**src/rtl/efi_pkg.sv**
```systemverilog
// Shared types and defaults for the EFI crank/cam decoding blocks.
package efi_pkg;

    typedef enum logic [1:0] {
        IDLE     = 2'd0,
        LEARN    = 2'd1,
        SEEK_GAP = 2'd2,
        SYNCED   = 2'd3
    } crank_state_t;

    localparam int TEETH_DEF    = 36;
    localparam int MISSING_DEF  = 1;
    localparam int PERIOD_W_DEF = 16;

    function automatic int idx_w(input int n);
        return (n > 1) ? $clog2(n) : 1;
    endfunction

endpackage

```
**src/rtl/edge_sync.sv**
```systemverilog
// Two-flop synchroniser with a registered rising-edge strobe; strobe appears
// three clk cycles after the pin rises.
module edge_sync (
    input  logic clk,
    input  logic rst,
    input  logic din_i,
    output logic rise_o
);

    logic meta_q;
    logic sync_q;
    logic last_q;
    logic rise_q;

    always_ff @(posedge clk) begin
        if (rst) begin
            meta_q <= 1'b0;
            sync_q <= 1'b0;
            last_q <= 1'b0;
            rise_q <= 1'b0;
        end else begin
            meta_q <= din_i;
            sync_q <= meta_q;
            last_q <= sync_q;
            rise_q <= sync_q & ~last_q;
        end
    end

    assign rise_o = rise_q;

endmodule

```
**src/rtl/crank_decoder.sv**
```systemverilog
// Missing-tooth crank wheel decoder: measures tooth periods, locks on the gap.
// Optional build macro CRANK_NOISE_FILTER_EN discards edges shorter than prev/4.
module crank_decoder
    import efi_pkg::*;
#(
    parameter int TEETH       = TEETH_DEF,
    parameter int MISSING     = MISSING_DEF,
    parameter int PERIOD_W    = PERIOD_W_DEF,
    parameter int STALL_TICKS = 50000
) (
    input  logic                       clk,
    input  logic                       rst,
    input  logic                       vrin,
    output logic                       synced,
    output logic [idx_w(TEETH)-1:0]    tooth_idx,
    output logic [PERIOD_W-1:0]        tooth_period,
    output logic                       tooth_strobe,
    output logic                       rev_pulse,
    output logic                       sync_err
);

    localparam int IW = idx_w(TEETH);
    localparam int GW = PERIOD_W + 3;
    localparam logic [IW-1:0]       LAST_IDX  = IW'(TEETH - MISSING - 1);
    localparam logic [PERIOD_W-1:0] STALL_CNT = PERIOD_W'(STALL_TICKS);
    localparam logic [GW-1:0]       GAP_MUL   = GW'(2 * MISSING + 1);

    crank_state_t        state_q, state_d;
    logic [PERIOD_W-1:0] cnt_q, cnt_d;
    logic [PERIOD_W-1:0] prev_q, prev_d;
    logic [PERIOD_W-1:0] period_q, period_d;
    logic [IW-1:0]       idx_q, idx_d;
    logic                synced_q, synced_d;
    logic                strobe_q, strobe_d;
    logic                rev_q, rev_d;
    logic                err_q, err_d;

    logic edge_raw;
    logic edge_ok;
    logic noise;
    logic is_gap;
    logic at_last;
    logic stall;

    edge_sync u_vr_sync (
        .clk    (clk),
        .rst    (rst),
        .din_i  (vrin),
        .rise_o (edge_raw)
    );

    // cnt_q holds the period of the edge being evaluated; 3 spare bits keep prev*5 exact
    assign is_gap  = ({2'b00, cnt_q, 1'b0} >= (GW'(prev_q) * GAP_MUL));
    assign at_last = (idx_q == LAST_IDX);
    assign stall   = (cnt_q >= STALL_CNT);

`ifdef CRANK_NOISE_FILTER_EN
    assign noise = ((state_q == SEEK_GAP) || (state_q == SYNCED)) &&
                   ({cnt_q, 2'b00} < {2'b00, prev_q});
`else
    assign noise = 1'b0;
`endif

    assign edge_ok = edge_raw & ~noise;

    always_ff @(posedge clk) begin
        if (rst) begin
            state_q  <= IDLE;
            cnt_q    <= '0;
            prev_q   <= '0;
            period_q <= '0;
            idx_q    <= '0;
            synced_q <= 1'b0;
            strobe_q <= 1'b0;
            rev_q    <= 1'b0;
            err_q    <= 1'b0;
        end else begin
            state_q  <= state_d;
            cnt_q    <= cnt_d;
            prev_q   <= prev_d;
            period_q <= period_d;
            idx_q    <= idx_d;
            synced_q <= synced_d;
            strobe_q <= strobe_d;
            rev_q    <= rev_d;
            err_q    <= err_d;
        end
    end

    always_comb begin
        state_d = state_q;
        if (edge_ok) begin
            case (state_q)
                IDLE:     state_d = LEARN;
                LEARN:    state_d = SEEK_GAP;
                SEEK_GAP: state_d = is_gap ? SYNCED : SEEK_GAP;
                SYNCED:   state_d = (is_gap == at_last) ? SYNCED : SEEK_GAP;
                default:  state_d = IDLE;
            endcase
        end else if (stall) begin
            state_d = IDLE;
        end
    end

    always_comb begin
        cnt_d    = (cnt_q == '1) ? cnt_q : cnt_q + 1'b1;
        prev_d   = prev_q;
        period_d = period_q;
        idx_d    = idx_q;
        strobe_d = 1'b0;
        rev_d    = 1'b0;
        err_d    = 1'b0;
        if (edge_ok) begin
            cnt_d = PERIOD_W'(1);
            case (state_q)
                LEARN: begin
                    strobe_d = 1'b1;
                    prev_d   = cnt_q;
                    period_d = cnt_q;
                end
                SEEK_GAP: begin
                    strobe_d = 1'b1;
                    if (is_gap) begin
                        idx_d = '0;
                    end else begin
                        prev_d   = cnt_q;
                        period_d = cnt_q;
                    end
                end
                SYNCED: begin
                    strobe_d = 1'b1;
                    if (at_last && is_gap) begin
                        idx_d = '0;
                        rev_d = 1'b1;
                    end else if (!at_last && !is_gap) begin
                        idx_d    = idx_q + 1'b1;
                        prev_d   = cnt_q;
                        period_d = cnt_q;
                    end else begin
                        // Gap where a tooth belongs, or tooth where the gap belongs
                        err_d  = 1'b1;
                        idx_d  = '0;
                        prev_d = cnt_q;
                        if (!is_gap) begin
                            period_d = cnt_q;
                        end
                    end
                end
                default: ;
            endcase
        end else if (stall) begin
            idx_d = '0;
        end
        synced_d = (state_d == SYNCED);
    end

    assign synced       = synced_q;
    assign tooth_idx    = idx_q;
    assign tooth_period = period_q;
    assign tooth_strobe = strobe_q;
    assign rev_pulse    = rev_q;
    assign sync_err     = err_q;

endmodule

```
**config.mk**
```make
export PLATFORM = sky130hd
export DESIGN_NAME = crank_decoder
export DESIGN_NICKNAME = d
export VERILOG_FILES = /design/src/rtl/efi_pkg.sv /design/src/rtl/edge_sync.sv /design/src/rtl/crank_decoder.sv
export SDC_FILE = /design/constraint.sdc
export NUM_CORES = 1
export LEC_CHECK = 0
export BUFFER_PORTS_ARGS = -buffer_cell sky130_fd_sc_hd__buf_2
export CORE_MARGIN = 10
export CORE_UTILIZATION = 25
export CTS_CLUSTER_SIZE = 8
export DETAILED_ROUTE_END_ITERATION = 7
export PLACE_DENSITY_LB_ADDON = 0.1
export SYNTH_ARGS = -nofsm -noshare
export SYNTH_HDL_FRONTEND = slang
export SYNTH_HIERARCHICAL = 1
export SYNTH_SLANG_ARGS = --single-unit
```
**constraint.sdc**
```tcl
create_clock -name clk -period 5.95 [get_ports clk]
set_input_delay 1.19 -clock clk [delete_from_list [all_inputs] [get_ports clk]]
set_output_delay 1.19 -clock clk [all_outputs]
set_load 0.01 [all_outputs]
```
# [After elaboration in Yosys (flattened, before gate mapping)]
# Cells that the tools add are included.
# Widths: inputs -> output; s select.
[totals] ff_bits=64 input_bits=3 out_inout_bits=26 word_cells=73
[op_classes] add_sub_neg=2 n_mul=1 magnitude_cmp=2 n_eq_ne=12 mux=23 n_bitwise=4 n_reduce_logical=15
[op_table] op="$pmux 16 s3" count=2
[op_table] op="$mux 16" count=5
[op_table] op="$mux 6" count=5
[op_table] op="$ge 17x18->1" count=1
[op_table] op="$mul 16x2->18 const B" count=1
[op_table] op="$add 16x1->16 const B" count=1
[op_table] op="$eq 16x16->1 const B" count=1
[op_table] op="$ge 16x16->1 const B" count=1
[op_table] op="$pmux 6 s2" count=1
[op_table] op="$pmux 2 s4" count=1
[op_table] op="$mux 1" count=7
[op_table] op="$add 6x1->6 const B" count=1
[op_table] op="$eq 2x2->1 const B" count=3
[op_table] op="$eq 6x6->1 const B" count=1
[op_table] op="$ne 3x3->1 const B" count=2
[op_table] op="$reduce_and 3->1" count=2
[op_table] op="$reduce_or 3->1" count=2
[op_table] op="$mux 2" count=2
[op_table] op="$ne 2x2->1 const B" count=2
[op_table] op="$reduce_and 4->1" count=1
[op_table] op="$reduce_or 2->1" count=2
[op_table] op="$reduce_or 4->1" count=1
[op_table] op="$not 1->1" count=3
[op_table] op="$reduce_bool 3->1" count=1
[op_table] op="other kinds (8)" count=10

# [Logic depth before layout (Yosys ltp)]
[depth] ltp_word=8 mapped_depth=23 mapped_depth_nobuf=23

# [Cells and area by module]
# Netlist, hierarchy kept.
[by_module_without_submodules] module="crank_decoder" n_inst=1 cells_each=434 area_per_inst_um2=3741.1
[by_module_without_submodules] module="edge_sync" n_inst=1 cells_each=8 area_per_inst_um2=111.4

# [Least setup slack after synthesis]
# OpenSTA, ideal clock, no wires.
[synth_path] path_kind="reg-to-reg" start="reg prev_q[1]" end="reg period_q[10] (netlist: tooth_period[10])" setup_ps=72 t_arrival_ps=4286 t_required_ps=5878 slack_ps=1592 path_stages_with_launch=21 n_path_buf=1 synth_period_minus_slack_ps=4358 path_cell_list="dfxtp_1 > ha_1 > fa_1 > a211oi_1 > o21ai_1 > nand2_1 > o21ai_2 > a21o_1 > a21oi_1 > xnor2_1 > ha_1 > a21o_1 > a21oi_1 > o21ai_0 > or2_1 > and2_1 > ha_1 > a31o_2 > a31oi_4 > buf_6 > mux2i_1"
[synth_via] elab_chain_cells=7 elab_cells_between_ends=11 cone_classes="1 x mul; 1 x order compare; 1 x eq/ne; 4 x mux; 4 x reduce/logical"
[synth_rtl] item="start, declared" line_no="crank_decoder.sv:30" source="logic [PERIOD_W-1:0] prev_q, prev_d;"
[synth_rtl] item="start signal, assigned" line_no="crank_decoder.sv:80" source="prev_q <= prev_d;"
[synth_rtl] item="$mul 16x2->18 (*)" line_no="crank_decoder.sv:53" source="assign is_gap = ({2'b00, cnt_q, 1'b0} >= (GW'(prev_q) * GAP_MUL));"
[synth_rtl] item="$ge 17x18->1 (*)" line_no="crank_decoder.sv:53"
[synth_rtl] item="$logic_not 1->1"
[synth_rtl] item="$logic_and 1x1->1" line_no="crank_decoder.sv:135" source="end else if (!at_last && !is_gap) begin"
[synth_rtl] item="$mux 16" line_no="crank_decoder.sv:135"
[synth_rtl] item="$mux 16" line_no="crank_decoder.sv:132" source="if (at_last && is_gap) begin"
[synth_rtl] item="$pmux 16 s3" line_no="crank_decoder.sv:115" source="case (state_q)"
[synth_rtl] item="end signal, assigned" line_no="crank_decoder.sv:81" source="period_q <= period_d;"
[synth_rtl] item="end, declared" line_no="crank_decoder.sv:31" source="logic [PERIOD_W-1:0] period_q, period_d;"
# Mark *: on every way between the ends. The rest lies on a longest branch, timed or not. The select of a mux whose other input is x is not followed.
# A chain may end at the register's enable or synchronous reset.

# [Worst setup path after layout]
[layout_path] start="reg prev_q[1]" end="reg period_q[5] (netlist: tooth_period[5])"
# The elaborated chain is that of the path after synthesis.

==> flow_results.org <==
** Layout
- Nets :: 509
- Commonest non-fill, non-tap cell in the layout :: sky130_fd_sc_hd__dfxtp_1
- Registers take 0.00128 sq mm.
- Leading cell types in the layout, fill and taps excluded :: sky130_fd_sc_hd__dfxtp_1, sky130_fd_sc_hd__nand2_1, sky130_fd_sc_hd__ha_1, sky130_fd_sc_hd__buf_2
- Filler Cells Inserted :: 1638
- Of the cells placed in the final design, the portion with a size suffix greater than 1 is 0.125.
- Measured on the finished design, the core utilization comes to 0.294.
- The repair_antennas step left the layout with diodes totalling 0.
- Excluding fillers, the count of instances in the completed layout stands at 661.
- Relative to the synthesized area, the layout overhead comes to 15.6%.
- Area occupied by multi-input gates :: 0.00240 sq mm
- Cell area after layout :: 0.00445 sq mm

** Timing
- Dividing the final minimum period by the clock period gives 0.870.
- Final hold violations :: 0
- After layout, the minimum clock period comes to 5.18 ns.
- Clock skew on the completed layout was measured at 0.00713 ns.
- Setup violations remaining at the end of the flow were counted as 0.
- Highest achievable clock rate :: 193 MHz
- Summed over all failing endpoints, the final setup total negative slack is 0 ns.
- Final worst-path setup slack :: 0.774 ns
- At the pin with the least slew margin, the transition time is 0.920 ns.
- The max-slew violation count was 0.
- In this run the tightest slew margin relative to its limit is 0.387.
- Setup repair after global routing missed its margin :: no
- Hold slack :: 0.410 ns

** Synth
- The number of nets handed over by synthesis was 483.
- Of the post-synthesis cell area, the part taken by muxes is 0.0416.
- EDFF count, synth :: 0
- Counting flops with an async set or reset pin after synthesis yields a share of 0.
- Average cell area after synthesis :: 8.72 sq um
- The synthesized design contains 64 register bits.
- Sorting the synthesized cells by area gives the leading types as sky130_fd_sc_hd__dfxtp_1, sky130_fd_sc_hd__ha_1, sky130_fd_sc_hd__nand2_1.
- Simple-gate area share of the yosys netlist :: 0.205
- In this run, distinct cell masters in the synthesized netlist total 61.
- Of all cell types, the one taking the most synthesized area is sky130_fd_sc_hd__dfxtp_1.
- Sequential share of the synthesized area :: 0.333
- Post-synth top area share :: 0.333
- By area, the combinational part of the netlist is dominated by simple AND/OR/NAND/NOR gates.
- Of the total synthesized cell area, the portion taken by XOR and XNOR cells is 0.0591.
- Instance count of the mapped netlist :: 442
- The share of the synthesized area in compound gates (AO/OA/AOI/OAI) was 0.191.
- Of the total synthesized cell area, the portion taken by full adders, half adders and majority gates is 0.125.
- In the synthesized netlist the dominant register cell turns out to be sky130_fd_sc_hd__dfxtp_1.
- The cell area that synthesis handed to floorplanning was 0.00385 sq mm.
- Synthesis Warnings :: 6

** Detailed routing
- Post-route DRC violation count :: 0
- Number of vias after detailed routing :: 3173
- Once detail routing completed, the nets flagged for antenna violations numbered 0.
- Length of the first detailed-routing pass in iterations :: 4
- Dividing the detail-routed wire length by the instance count gives 15.6 um.
- For this block, the routed nets add up to 10.3 mm of wire.
- Ratio of routed vias to standard cells :: 4.80
- For this block, the initial DRC count from the detailed router was 139.

** CTS
- Hold repair after CTS inserted 0 buffers.
- Clock-pin slew reported for the worst setup and hold paths after clock tree synthesis :: 0.06 ns
- Clock latency of the later-clocked register in the worst-skew pair :: 0.34 ns
- TritonCTS built the clock tree.
- # clock sinks :: 64
- Clock buffer count from CTS :: 9
- Number of setup buffers added after CTS :: 0
- The clock passes through at most 2 buffers.
- CTS Root Cell :: sky130_fd_sc_hd__clkbuf_16
- Post-CTS repair changed the size of 0 cells.
- The H-tree was split into 3 levels.

** Pwr
- Across the VDD grid, the largest voltage drop is 0.126 mV.
- Static Leak :: 1.75 nW
- Dividing total power by cell area gives a power density of 221 mW/mm^2.
- After layout, the design draws a total of 0.982 mW.

** Floorplanning
- The die is 144 um wide.
- Total die area :: 0.0208 sq mm
- Number of I/O pins :: 29
- Row count :: 45
- The initial utilization of the core area, before any placement, comes to 0.254.
- From bottom edge to top edge, the die measures 144 um.
- After floorplanning, the core was sized to cover 0.0151 sq mm.

** GRT
- The number of global-route vias before repair is 3294.
- Met3 usage :: 0.0305
- The first global-routing pass estimated 17.4 mm of wire.
- For this run, global-route usage on met2 was measured as 0.179.
- Across every metal layer, demand over resource in global routing totals 0.106.
- Global-route congestion overflow total :: 0
- GR peak layer :: met2
- Met1 track demand over resource in global routing :: 0.130
- Initial antenna violation count :: 0
- Maximum number of pins on one net before global-route repair :: 35

** Place
- OpenSTA, run right after detailed placement, puts the worst setup slack at 0.824 ns.
- Final GP Congestion :: 0.784
- Placed insts :: 645
- Port buffer count :: 28
- Summing all placed instances gives a cell area of 0.00417 sq mm.
- Post-DP HPWL :: 7.73 mm

** Setup path
- Critical setup path kind :: flip-flop to flip-flop
- CP required :: 6.21 ns
- Category of the worst setup path launch point :: flip-flop
- Largest driver fanout on the critical path :: 16
- Category of the worst setup path capture point :: flip-flop
- Data arrival time of the critical path :: 5.43 ns

** Status
- The flow ran to the end, and the final reports show no timing, DRC or antenna violations.

** Run
- Max-cap violations in this run came to 0.

** Worst hold path
- Worst hold path type :: flip-flop to flip-flop
## registers in the layout, indices dropped and copies added, names as in the netlist
signal            flops
cnt_q                16
prev_q               16
tooth_period         16
tooth_idx             6
state_q               2
rev_pulse             1
sync_err              1
synced                1
tooth_strobe          1
u_vr_sync/last_q      1
u_vr_sync/meta_q      1
u_vr_sync/rise_o      1
u_vr_sync/sync_q      1
## Yosys cell counts, drive strengths merged, types with 3 or more instances
library cell,instances
xnor2,18
nor2b,21
ha,37
o21ai,18
nor3,8
o2bb2ai,16
dfxtp,64
nor3b,4
nand2b,4
nand2,50
nor2,26
buf,5
nor4,4
o21bai,6
and3,5
a31oi,5
clkbuf,10
inv,26
a21o,6
mux2i,16
and2,6
a211oi,6
nand3,11
a41oi,3
nand4,6
a311oi,4
xor2,8
a21oi,24
## critical path, stage by stage (launching register included)
cell and delay [ns]:
sky130_fd_sc_hd__dfxtp_1 0.37, sky130_fd_sc_hd__ha_1 0.25, sky130_fd_sc_hd__fa_1 0.44, sky130_fd_sc_hd__a211oi_1 0.35, sky130_fd_sc_hd__o21ai_1 0.16, sky130_fd_sc_hd__a31oi_1 0.28, sky130_fd_sc_hd__o21bai_1 0.11, sky130_fd_sc_hd__a21oi_1 0.17
sky130_fd_sc_hd__xor2_1 0.17, sky130_fd_sc_hd__ha_1 0.26, sky130_fd_sc_hd__a21oi_1 0.19, sky130_fd_sc_hd__o21ai_0 0.12, sky130_fd_sc_hd__nand2_1 0.06, sky130_fd_sc_hd__o21ai_0 0.19, sky130_fd_sc_hd__or2_1 0.36, sky130_fd_sc_hd__and2_1 0.18
sky130_fd_sc_hd__ha_1 0.27, sky130_fd_sc_hd__a31o_2 0.30, sky130_fd_sc_hd__a31oi_4 0.61, sky130_fd_sc_hd__mux2i_1 0.25
## where the power goes
part	internal [mW]	switching, mW
logic	0.0118	0.0242
registers	0.432	0.00464
clock network	0.303	0.207
## per-layer routing
metal | vias up | routed length (um) | part of all wire
met4 | 0 | 96 | 0.0093
met2 | 36 | 4890 | 0.48
met1 | 1494 | 4910 | 0.48
met3 | 8 | 391 | 0.038
met5 | - | 0 | 0
li1 | 1635 | - | -
## final timing paths
path | start | to | slack [ns] | cells after the start
max reg2reg | prev_q[1] | tooth_period[5] | 0.77 | 19
min reg2reg | u_vr_sync/last_q | u_vr_sync/rise_o | 0.41 | 1
max | prev_q[1] | tooth_period[5] | 0.77 | 19
min | u_vr_sync/last_q | u_vr_sync/rise_o | 0.41 | 1
## cell type report
cell class,count,area share
Multi-Input combinational cell,336,0.538
Sequential cell,64,0.288
Clock buffer,11,0.0568
Tap cell,188,0.0528
Timing Repair Buffer,30,0.0348
Inverter,27,0.0228
Clock inverter,5,0.00702
## cell families after synthesis
logic type	Yosys count
AND/OR/NAND/NOR	154
AO/OA/AOI/OAI	102
flip-flops	64
buffers and inverters	42
adder cells (fa/ha/maj)	38
XOR/XNOR	26
multiplexers	16
(Power assumes the default switching activity.)
